`src/rtl/trace_pkg.sv`:
```
// Shared types and vector-layout helpers for the CPU register-trace checker.
// Latency: n/a (declarations only).
// Backpressure: n/a.
//
// A vector word is packed as {opcode, mask, expected}: the expected register
// file occupies the low NUM_REGS*REG_W bits, then one mask bit per register,
// then the opcode at the top.
package trace_pkg;

   typedef enum logic [2:0] {
      IDLE,
      PRIME,
      RUN,
      DRAIN,
      DONE
   } state_t;

   function automatic int mask_lsb(input int num_regs, input int reg_w);
      return num_regs * reg_w;
   endfunction

   function automatic int op_lsb(input int num_regs, input int reg_w);
      return num_regs * reg_w + num_regs;
   endfunction

   function automatic int vec_width(input int op_w, input int num_regs, input int reg_w);
      return op_w + num_regs + num_regs * reg_w;
   endfunction

endpackage

```
`src/rtl/trace_cmp.sv`:
```
// Masked per-register compare of a register-file snapshot against expected values.
// Latency: purely combinational.
// Backpressure: none.
//
// Ports: snapshot/expected are packed register files (register NUM_REGS-1 in
// the MSBs); mask selects which registers are checked; mismatch has one bit
// per register, set when that register is checked and differs.
module trace_cmp
   import trace_pkg::*;
#(
   parameter int NUM_REGS = 8,
   parameter int REG_W    = 8
) (
   input  logic [NUM_REGS*REG_W-1:0] snapshot,
   input  logic [NUM_REGS*REG_W-1:0] expected,
   input  logic [NUM_REGS-1:0]       mask,
   output logic [NUM_REGS-1:0]       mismatch
);

   for (genvar i = 0; i < NUM_REGS; i++) begin : g_reg
      assign mismatch[i] = mask[i] & (snapshot[i*REG_W +: REG_W] != expected[i*REG_W +: REG_W]);
   end

endmodule

```
`config.mk`:
```
export PLATFORM = sky130hd
export DESIGN_NAME = trace_cmp
export DESIGN_NICKNAME = d
export VERILOG_FILES = /design/src/rtl/trace_pkg.sv /design/src/rtl/trace_cmp.sv
export SDC_FILE = /design/constraint.sdc
export NUM_CORES = 1
export LEC_CHECK = 0
export CORE_MARGIN = 8
export CORE_UTILIZATION = 20
export DETAILED_ROUTE_END_ITERATION = 6
export PLACE_DENSITY = 0.87
export SLEW_MARGIN = 5
export SYNTH_ARGS = -nofsm -noshare
export SYNTH_HDL_FRONTEND = slang
export SYNTH_SLANG_ARGS = --single-unit
```
`constraint.sdc`:
```
create_clock -name vclk -period 0.87
set_input_delay 0.174 -clock vclk [all_inputs]
set_output_delay 0.174 -clock vclk [all_outputs]
set_load 0.01 [all_outputs]
```
Word level (Yosys, flattened, before mapping)
Cells that the tools add are included.
{"block": "word_totals", "regBits": 0, "input_bits": 136, "out_inout_bits": 8, "word_cells": 16}
{"block": "op_classes", "eq_ne": 8, "bitwise": 8}
{"cell": "8-bit inequality test", "count": 8}
{"cell": "1-bit AND", "count": 8}

Longest topological paths before layout
{"block": "depth", "word_depth": 2, "mapped_depth": 3, "mapped_depth_nobuf": 3}

Worst setup path before layout
Ideal clock, no wire load.
{"block": "synth_path", "kind": "input-to-output", "startpoint": "input expected[6]", "endpoint": "output mismatch[0]", "t_arrival_ns": 0.696, "required_time_ns": 0.696, "slack_ns": 0.000, "stages": 3, "n_path_buf": 0, "path_cell_list": "xor2_1 > nor4_1 > a21boi_1"}
{"block": "synth_between", "elab_chain_len": 2}
{"item": "start, declared", "line": "trace_cmp.sv:15", "rtl": "input logic [NUM_REGS*REG_W-1:0] expected,"}
{"item": "8-bit inequality test", "line": "trace_cmp.sv:21", "rtl": "assign mismatch[i] = mask[i] & (snapshot[i*REG_W +: REG_W] != expected[i*REG_W +: REG_W]);"}
{"item": "1-bit AND", "line": "trace_cmp.sv:21"}
{"item": "end, declared", "line": "trace_cmp.sv:17", "rtl": "output logic [NUM_REGS-1:0] mismatch"}
Every way passes these cells.

Worst setup path after layout
{"block": "layout_path", "startpoint": "input snapshot[23]", "endpoint": "output mismatch[2]"}
{"block": "layout_between", "elab_chain_len": 2}
{"item": "start, declared", "line": "trace_cmp.sv:14", "rtl": "input logic [NUM_REGS*REG_W-1:0] snapshot,"}
{"item": "8-bit inequality test", "line": "trace_cmp.sv:21"}
{"item": "1-bit AND", "line": "trace_cmp.sv:21"}
Every way passes these cells.

==> impl_results.md <==
* Status: finished with violations
* Failing checks: negative setup slack
* Fin. Hold Viols at 0
* Antenna violations before repair at 0
* Final Slew Violations at 0
* Synth Net Count at ~220
* XOR/XNOR share of the synthesized area at between 70% and 80%
* Slew headroom at approximately four fifths
* Num sequential at 0
* Num ports at 144
* Drt drc at 0
* Global Route Usage Sum at about an eighth
* Synth-to-Final Area Change at 164%
* Number of global-route vias before repair at 1,418
* Die height at about 76 um
* Buf/Inv on CP at 3
* Die W at ~76 um
* GP Congestion at 0.720
* Starting Density at between 20% and 30%
* Post-route clock period utilization at 142%
* Min-Delay Endpoint: mismatch[4]
* Post-route ant nets at 0
* Fill count at about 370
* Critical Path Fanout Max at 1
* Nets at ~370
* Yosys top cell by area: xor2_1
* Worst endpoint data arrival time at 1.06 ns
* Commonest cells post-synth: xor2_1 (64), nor4_1 (16), a21boi_1 (8)
* Hold-fix buffers at CTS at 0
* Avg Cell Area, Syn at around 8.2 um2
* Mux contribution to synthesized area at 0%
* Worst Tran Pin Value at 0.270 ns
* DRT Pass-1 Iters at 4
* Fmax at 808 MHz
* Adder-cell share of the synthesized area at 0%
* Required time worst endpoint at 0.70 ns
* Hold_sp: expected[34]
* Fin util at between 50 and 60%
* Crit path kind: primary input to output pin
* Post-Syn Area at 721 um2
* CP max-delay cell: nor4_4
* Hold path depth at 5
* DIE AREA at slightly below 6000 um2
* RSZ-0062 raised after global routing: yes
* Antenna Cells at 0
* Non-filler instance count after layout at roughly 280
* Synth area leaders: xor2_1 (78%), nor4_1 (14%), a21boi_1 (8.3%)
* Crit path max-delay family: buffers and inverters
* Fin crit period at roughly 1.2 ns
* Top-count cell post-synth: xor2_1
* Total wire length at between 4 and 5 mm
* Max VDD drop at roughly 0.16 mV
* Synth cell types at 3
* Area share of and/or/nand/nor cells after synthesis at 13.9%
* Layout cells sized above 1 at 56.7%
* Total number of vias at between 1k and 1.5k
* Dpl hpwl at 3.76 mm
* Total setup buffers inserted after CTS at 0
* First-pass GRT wire length at around 6.4 mm
* Synth Warn # at 0
* Clkbuf count at 0
* Delay of the slowest critical-path stage at about 0.27 ns
* Main combinational cell family by area after synthesis: XOR/XNOR gates
* Largest net degree at the start of global routing at 2
* PD cells at 427 nW/um2
* CP endpoint kind: output pin
* Compound-Gate Fraction of Synth Area at about 8.3%
* CP Cell Sequence: clkbuf_2 > xor2_4 > nor4_4 > buf_4 > a21boi_2 > buf_2
* Worst hold-check path type: primary input to output pin
* Hold slack final at between 0.8 and 0.9 ns
* Yosys top cell area share at between 70% and 80%
* Max_cap viols at 0
* Pleak at 0.959 nW
* Register area at 0 um2
* Setup violators final at 8
* IO Port Bufs at 144
* Setup ws final at -0.367 ns
* Sequential fraction of the synthesis area at 0%
* Routed wire per std cell at ~15 um
* Startpoint Class: primary input
* Post-DR vias/cell at around 4.3
* FP Rows at 22
* Gr ovfl total at 0
* Placed insts at between 200 and 300
* Post-Syn Instances at 88
* Core area at between 3000 and 4000 um2
* Starting DRC count in detailed routing at 6
-- how the worst max path moves through the flow --
stage,from,to,slack [ns],depth (start not counted)
after floorplan,expected[6],mismatch[0],0.0005,3
after CTS,snapshot[18],mismatch[2],-0.42,6
after global routing,expected[22],mismatch[2],-0.43,5
final,snapshot[23],mismatch[2],-0.37,6
after global placement,expected[23],mismatch[2],-1.15,6
after detailed placement,expected[23],mismatch[2],-1.15,6
-- per-stage QoR --
step           worst slack [ns]  area, um2  setup TNS, ns  power [W]
3_3_place_gp              -1.15       2230          -7.75   0.000955
5_1_grt                  -0.425       1900          -2.81   0.000888
2_1_floorplan          0.000472        721              0   0.000235
6_report                 -0.367       1900          -2.23   0.000811
4_1_cts                  -0.420       1870          -2.31   0.000762
3_5_place_dp              -1.15       2230          -7.89   0.000971
-- area by class of cell --
class              count  area [um2]  share of cell area [%]
repair buffers       145        1020                    53.5
multi-input cells     88         823                    43.3
well taps             48        60.1                    3.16
-- report_power, final --
group	internal (W)	total, W	switching (W)
Combinational	0.000504	0.000811	0.000307
Clock	0	0	0
Sequential	0	0	0
Total	0.000504	0.000811	0.000307
-- cell families (layout without fill, tap and decap cells) --
family	count (synthesis)	after routing
AOI/OAI and AO/OA	8	8
xor gates and xnor gates	64	64
buffers and inverters	0	145
and+or+nand+nor	16	16
-- per-layer routing --
metal | up-vias | share of wire (%) | GRT usage, %
met4 | 0 | 0.45 | 0.588
met1 | 536 | 35 | 12.4
li1 | 591 | - | -
met2 | 76 | 55 | 26.6
met5 | - | 0 | 0
met3 | 2 | 9.0 | 4.36
-- layout by cell type (no fill, tap or decap), drive strengths merged --
| master | Yosys | layout |
|---|---|---|
| a21boi | 8 | 8 |
| clkdlybuf4s15 | 0 | 17 |
| xor2 | 64 | 64 |
| clkbuf | 0 | 19 |
| dlygate4sd2 | 0 | 2 |
| clkdlybuf4s50 | 0 | 8 |
| nor4 | 16 | 16 |
| buf | 0 | 99 |
-- repair_timing --
action | CTS | global route
resized for setup | 414 | 50
setup endpoints to repair | 8 | 8
pin swaps | 85 | 32
(Power assumes the default switching activity.)
